File: src/rtl/kmeans_pkg.sv
`default_nettype none
// ============================================================================
// Module   : kmeans_pkg
// Purpose  : Shared widths, the accumulation FSM state encoding and small
//            helpers for the k-means centroid accumulation stage.
// Revision : 1.0 - initial release
// ============================================================================
package kmeans_pkg;

  localparam int cordinate_width  = 13;
  localparam int accum_cord_width = 22;
  localparam int count_width      = 10;
  localparam int centroid_num     = 8;
  localparam int idx_width        = 3;
  localparam int num_coords       = 7;
  localparam int accum_width      = num_coords * accum_cord_width;  // 154
  localparam int dataWidth        = num_coords * cordinate_width;   // 91

  typedef enum logic [1:0] {
    ST_IDLE  = 2'd0,
    ST_CLEAR = 2'd1,
    ST_ACCUM = 2'd2,
    ST_DRAIN = 2'd3
  } state_t;

  // An index names a real bank entry only below centroid_num; the index
  // field may be wider than the bank when centroid_num is not a power of two.
  function automatic logic idx_in_range(input logic [idx_width-1:0] idx);
    return (int'(idx) < centroid_num);
  endfunction

endpackage : kmeans_pkg
`default_nettype wire

File: src/rtl/accumulator_adder.sv
`default_nettype none
// ============================================================================
// Module   : accumulator_adder
// Purpose  : Adds one point word into one coordinate-sum vector. Each point
//            coordinate is zero-extended and added to its lane; lanes wrap
//            independently with no carry between them.
// Revision : 1.0 - initial release
// ============================================================================
module accumulator_adder
  import kmeans_pkg::*;
(
  input  logic [dataWidth-1:0]   point,
  input  logic [accum_width-1:0] sum_in,
  output logic [accum_width-1:0] sum_out
);

  localparam int EXT_W = accum_cord_width - cordinate_width;

  // One independent lane adder per coordinate.
  for (genvar c = 0; c < num_coords; c++) begin : g_coord
    assign sum_out[c*accum_cord_width +: accum_cord_width] =
        sum_in[c*accum_cord_width +: accum_cord_width] +
        {{EXT_W{1'b0}}, point[c*cordinate_width +: cordinate_width]};
  end

endmodule : accumulator_adder
`default_nettype wire

File: src/rtl/centroid_accum_bank.sv
`default_nettype none
// ============================================================================
// Module   : centroid_accum_bank
// Purpose  : Per-centroid coordinate-sum and point-count bank for one k-means
//            pass. Classified points are folded into the selected entry via a
//            single shared adder; at end of pass every entry is drained in
//            index order as {sum, count}.
// Revision : 1.0 - initial release
// ============================================================================
module centroid_accum_bank
  import kmeans_pkg::*;
(
  input  logic                   clk,
  input  logic                   rst,
  input  logic                   start,
  input  logic                   point_valid,
  output logic                   point_ready,
  input  logic [dataWidth-1:0]   point,
  input  logic [idx_width-1:0]   centroid_idx,
  input  logic                   last_point,
  output logic                   out_valid,
  input  logic                   out_ready,
  output logic [idx_width-1:0]   out_idx,
  output logic [accum_width-1:0] out_accum,
  output logic [count_width-1:0] out_count,
  output logic                   done,
  output logic                   busy,
  output logic                   overflow
);

  state_t                 state;
  logic [idx_width-1:0]   drain_ptr;

  logic [accum_width-1:0] sums   [centroid_num];
  logic [count_width-1:0] counts [centroid_num];

  logic                   xfer;
  logic                   idx_ok;
  logic                   cnt_sat;
  logic [accum_width-1:0] sel_sum;
  logic [count_width-1:0] sel_count;
  logic [accum_width-1:0] new_sum;
  logic [accum_width-1:0] drain_sum;
  logic [count_width-1:0] drain_count;

  // point_ready is high exactly in ACCUM, so this is the accepted-point strobe.
  assign xfer    = point_valid && point_ready;
  assign idx_ok  = idx_in_range(centroid_idx);
  assign cnt_sat = (sel_count == {count_width{1'b1}});

  // Read-side mux of the entry addressed by the incoming point; reads the
  // registered bank so back-to-back hits on one entry see the prior update.
  always_comb begin
    sel_sum   = '0;
    sel_count = '0;
    for (int i = 0; i < centroid_num; i++) begin
      if (int'(centroid_idx) == i) begin
        sel_sum   = sums[i];
        sel_count = counts[i];
      end
    end
  end

  accumulator_adder u_adder (
    .point   (point),
    .sum_in  (sel_sum),
    .sum_out (new_sum)
  );

  // Drain-side mux of the entry addressed by the drain pointer.
  always_comb begin
    drain_sum   = '0;
    drain_count = '0;
    for (int i = 0; i < centroid_num; i++) begin
      if (int'(drain_ptr) == i) begin
        drain_sum   = sums[i];
        drain_count = counts[i];
      end
    end
  end

  assign out_idx   = drain_ptr;
  assign out_accum = out_valid ? drain_sum   : '0;
  assign out_count = out_valid ? drain_count : '0;

  // Bank storage and sticky overflow: cleared on reset and at pass start,
  // updated on each accepted point unless the index is bad or count is full.
  always_ff @(posedge clk) begin
    if (rst || (state == ST_CLEAR)) begin
      for (int i = 0; i < centroid_num; i++) begin
        sums[i]   <= '0;
        counts[i] <= '0;
      end
      overflow <= 1'b0;
    end else if (xfer) begin
      if (!idx_ok || cnt_sat) begin
        overflow <= 1'b1;
      end else begin
        for (int i = 0; i < centroid_num; i++) begin
          if (int'(centroid_idx) == i) begin
            sums[i]   <= new_sum;
            counts[i] <= sel_count + 1'b1;
          end
        end
      end
    end
  end

  // Pass sequencing FSM with registered handshake/status outputs.
  always_ff @(posedge clk) begin
    if (rst) begin
      state       <= ST_IDLE;
      drain_ptr   <= '0;
      point_ready <= 1'b0;
      out_valid   <= 1'b0;
      done        <= 1'b0;
      busy        <= 1'b0;
    end else begin
      done <= 1'b0;
      case (state)
        ST_IDLE: begin
          if (start) begin
            state <= ST_CLEAR;
            busy  <= 1'b1;
          end
        end
        ST_CLEAR: begin
          state       <= ST_ACCUM;
          point_ready <= 1'b1;
        end
        ST_ACCUM: begin
          if (xfer && last_point) begin
            state       <= ST_DRAIN;
            point_ready <= 1'b0;
            out_valid   <= 1'b1;
            drain_ptr   <= '0;
          end
        end
        ST_DRAIN: begin
          if (out_ready) begin
            if (int'(drain_ptr) == centroid_num - 1) begin
              state     <= ST_IDLE;
              out_valid <= 1'b0;
              busy      <= 1'b0;
              done      <= 1'b1;
              drain_ptr <= '0;
            end else begin
              drain_ptr <= drain_ptr + 1'b1;
            end
          end
        end
        default: begin
          state       <= ST_IDLE;
          point_ready <= 1'b0;
          out_valid   <= 1'b0;
          busy        <= 1'b0;
        end
      endcase
    end
  end

endmodule : centroid_accum_bank
`default_nettype wire
File: config.mk
export PLATFORM = sky130hd
export DESIGN_NAME = centroid_accum_bank
export DESIGN_NICKNAME = d
export VERILOG_FILES = /design/src/rtl/kmeans_pkg.sv /design/src/rtl/accumulator_adder.sv /design/src/rtl/centroid_accum_bank.sv
export SDC_FILE = /design/constraint.sdc
export NUM_CORES = 2
export LEC_CHECK = 0
export ABC_AREA = 1
export CAP_MARGIN = 20
export CORE_MARGIN = 1.5
export CORE_UTILIZATION = 40
export DETAILED_ROUTE_END_ITERATION = 10
export GPL_ROUTABILITY_DRIVEN = 0
export PLACE_DENSITY = 0.56
export REMOVE_ABC_BUFFERS = 1
export SETUP_SLACK_MARGIN = 0.02
export SYNTH_ARGS = -nofsm -noshare
export SYNTH_HDL_FRONTEND = slang
export SYNTH_SLANG_ARGS = --single-unit
File: constraint.sdc
create_clock -name clk -period 16.8 [get_ports clk]
set_clock_uncertainty 0.05 [all_clocks]
set_input_delay 2.52 -clock clk [delete_from_list [all_inputs] [get_ports clk]]
set_output_delay 2.52 -clock clk [all_outputs]
set_load 0.005 [all_outputs]
==> impl_metrics.env <==
export IMPL_fin_area_um2=82800
export IMPL_cts_resized_gates=0
export IMPL_critPathCapture="sums[0][582]$_SDFFCE_PN0P_"
export IMPL_finalCritPeriodShare_pct=54.9
export IMPL_fin_nets=8463
export IMPL_first_iter_violations=9336
export IMPL_grtUsageTotal_pct=31.2
export IMPL_critical_path_slowest_cell="buf_4"
export IMPL_ys_ff_latch=1322
export IMPL_synth_area_um2=73600
export IMPL_reg2reg_to="sums[0][582]$_SDFFCE_PN0P_"
export IMPL_die_x_um=432
export IMPL_die_h_um=432
export IMPL_vias_per_cell=6.10
export IMPL_routed_wl_um=300000
export IMPL_setup_viol=0
export IMPL_routed_via_count=66100
export IMPL_max_slew_margin_rel_pct=18.6
export IMPL_required_ns=17.17
export IMPL_grt_pass1_vias=63200
export IMPL_crit_chain="clkdlybuf4s50_1 -> nand2_4 -> buf_4 -> buf_4 -> inv_6 -> nand2_1 -> nand4_1 -> nand2_1 -> nand2_1 -> ha_1 -> nand2_1 -> nor2_2 -> nand3_4 -> nand3_4 -> nand2_4 -> buf_4 -> buf_4"
export IMPL_rsz0062_at_grt="no"
export IMPL_min_path_type="reg -> reg"
export IMPL_r2r_cells=12
export IMPL_clkLatencyLatePin_ns=0.83
export IMPL_first_pass_iters=8
export IMPL_start_util_pct=40.2
export IMPL_fmax_mhz=108
export IMPL_whs_path_depth=1
export IMPL_htreeDepth=4
export IMPL_hold_viol=0
export IMPL_layout_cells_non_filler=10800
export IMPL_dp_hpwl_um=162000
export IMPL_avgSynthCellArea_um2=8.85
export IMPL_rows=157
export IMPL_path_clk_slew_ns=0.06
export IMPL_syn_to_final_growth_pct=12.5
export IMPL_ys_seq_area_share_pct=53.8
export IMPL_tns_ns=0
export IMPL_overflow=0
export IMPL_drt_wirelength_per_cell_um=27.7
export IMPL_fin_util_pct=45.3
export IMPL_cpPeakStageDelay_ns=0.95
export IMPL_antenna_found_initial=8
export IMPL_rr_startpoint="counts[0][30]$_SDFFCE_PN0P_"
export IMPL_place_area_um2=77900
export IMPL_postRouteAntennaNets=0
export IMPL_synthDistinctLibCells=60
export IMPL_io_pins=272
export IMPL_p_leak_nw=31.3
export IMPL_crit_fanout=53
export IMPL_remaining_drc_errors=0
export IMPL_peakVddDrop_uv=173
export IMPL_cts_buffer_depth=3
export IMPL_cts_tree="built"
export IMPL_fin_crit_ns=9.23
export IMPL_cp_end_kind="register"
export IMPL_cts_sinks=1322
export IMPL_ys_warn_count=0
export IMPL_status="finished, final reports clean"
export IMPL_grt_max_degree=136
export IMPL_layout_drive_gt1_share_pct=5.83
export IMPL_p_total_mw=12.7
export IMPL_synth_cells=8310
export IMPL_synthArstFlopShare_pct=0
export IMPL_grt_pass1_wl_um=428000
export IMPL_critPathArrivalTime_ns=9.60
export IMPL_cts_buffers_inserted=153
export IMPL_crit_path_start="centroid_idx[2]"
export IMPL_die_area_um2=187000
export IMPL_tightest_slew_ns=1.22
export IMPL_hold_buffers=0
export IMPL_synth_flop_cell="edfxtp_1"
export IMPL_core_um2=183000
export IMPL_power_density_nw_per_um2=153
export IMPL_cts_root_buffer="clkbuf_16"
export IMPL_postCtsSetupBuffers=0
export IMPL_critPathKind="in -> reg"
export IMPL_dp_cells=10600
export IMPL_synth_edf_count=1312
export IMPL_port_buffers=271
export IMPL_start_kind="input pin"
export IMPL_drv_slew=0
export IMPL_maxCapViolations=0
export IMPL_r2r_slack_ns=11.52
worst max-delay path: cells and delay by family:
kind / cells / cell delay [ns]
adders and majority gates: 1 / 0.23
and+or+nand+nor: 10 / 2.55
buffers and inverters: 6 / 4.11
synth_stat cells (12+ instances only):
master	instances	area, µm²
nor2_1	1394	5230
edfxtp_1	1312	39400
nand2_1	1276	4790
nand3_1	796	3980
inv_1	716	2690
o21ai_0	610	3050
a21oi_1	376	1880
o211ai_1	357	2680
clkbuf_1	346	1300
a31oi_1	168	1050
nand4_1	151	945
buf_2	148	741
ha_1	107	1340
or2_2	65	407
buf_1	59	221
xor2_1	54	473
o2111ai_1	50	438
o221ai_1	40	350
buf_6	34	383
buf_4	25	188
a22oi_1	22	165
xnor2_1	22	193
o32ai_1	17	149
nor3_1	15	75.1
o21bai_1	12	90.1
layout by cell type (no fill, tap or decap), types with 26 or more instances in the layout:
cell type,instances
clkbuf_1,37
o211ai_1,357
nor2_1,1392
nand4_1,151
o2111ai_1,50
ha_1,104
or2_2,65
clkdlybuf4s50_1,269
clkinv_2,26
a21oi_1,376
nand2_1,1263
clkinv_1,35
xor2_1,54
a31oi_1,168
inv_1,714
o221ai_1,40
edfxtp_1,1312
o21ai_0,610
buf_4,115
nand3_1,789
clkbuf_16,155
power by group:
part	internal (mW)	switching (mW)	total (mW)	leakage, nW
logic	1.20	3.04	4.24	14.9
clock network	1.87	1.44	3.31	2.35
registers	4.73	0.404	5.14	14.0
total	7.80	4.89	12.7	31.3
worst min path at each step:
stage                                startpoint                    end  slack (ns)
after global routing      overflow$_SDFFE_PP0P_  overflow$_SDFFE_PP0P_        0.49
after CTS                 overflow$_SDFFE_PP0P_  overflow$_SDFFE_PP0P_        0.48
after global placement    overflow$_SDFFE_PP0P_  overflow$_SDFFE_PP0P_        0.46
after floorplan           overflow$_SDFFE_PP0P_  overflow$_SDFFE_PP0P_        0.41
final                     overflow$_SDFFE_PP0P_  overflow$_SDFFE_PP0P_        0.47
after detailed placement  overflow$_SDFFE_PP0P_  overflow$_SDFFE_PP0P_        0.47
cell families (layout without fill, tap and decap cells):
family / after synthesis / count (layout) / share of synthesized area [%]
AO/OA/AOI/OAI: 1712 / 1712 / 14.1
XOR/XNOR: 79 / 79 / 0.971
adder cells (fa/ha/maj): 114 / 114 / 2.01
buffers and inverters: 1342 / 1405 / 7.58
flip-flops: 1322 / 1322 / 53.8
other: 0 / 2 / 0
AND/OR/NAND/NOR: 3741 / 3741 / 21.6
per-stage QoR:
| step | hold WS (ns) | setup WS, ns |
|---|---|---|
| after global routing | 0.494 | 7.56 |
| after detailed placement | 0.467 | 6.99 |
| after floorplan | 0.414 | 0.520 |
| after CTS | 0.481 | 7.83 |
| final | 0.468 | 7.57 |
| after global placement | 0.465 | 7.04 |
layer usage:
metal	up-vias	wire [µm]	track usage [%]
met4	0	14900	14.3
met3	810	32500	4.57
li1	28900	-	-
met5	-	0	0
met2	4266	138000	50.8
met1	32200	115000	40.9
area by class of cell:
cell class | count | area, µm²
clock inverters | 87 | 806
well taps | 2464 | 3080
diodes | 2 | 5.00
repair buffers | 397 | 3780
multi-input cells | 5646 | 28700
flip-flops and latches | 1322 | 39600
clock buffers | 192 | 4020
inverters | 729 | 2800
fillers | 17600 | 100000
sequential cells by signal, summed over array words and instances (netlist names):
name and flops:
sums 1232, counts 80, out_idx 3, state 2
busy 1, done 1, out_valid 1, overflow 1
point_ready 1
Note: power is estimated with default switching activity, not from simulation.
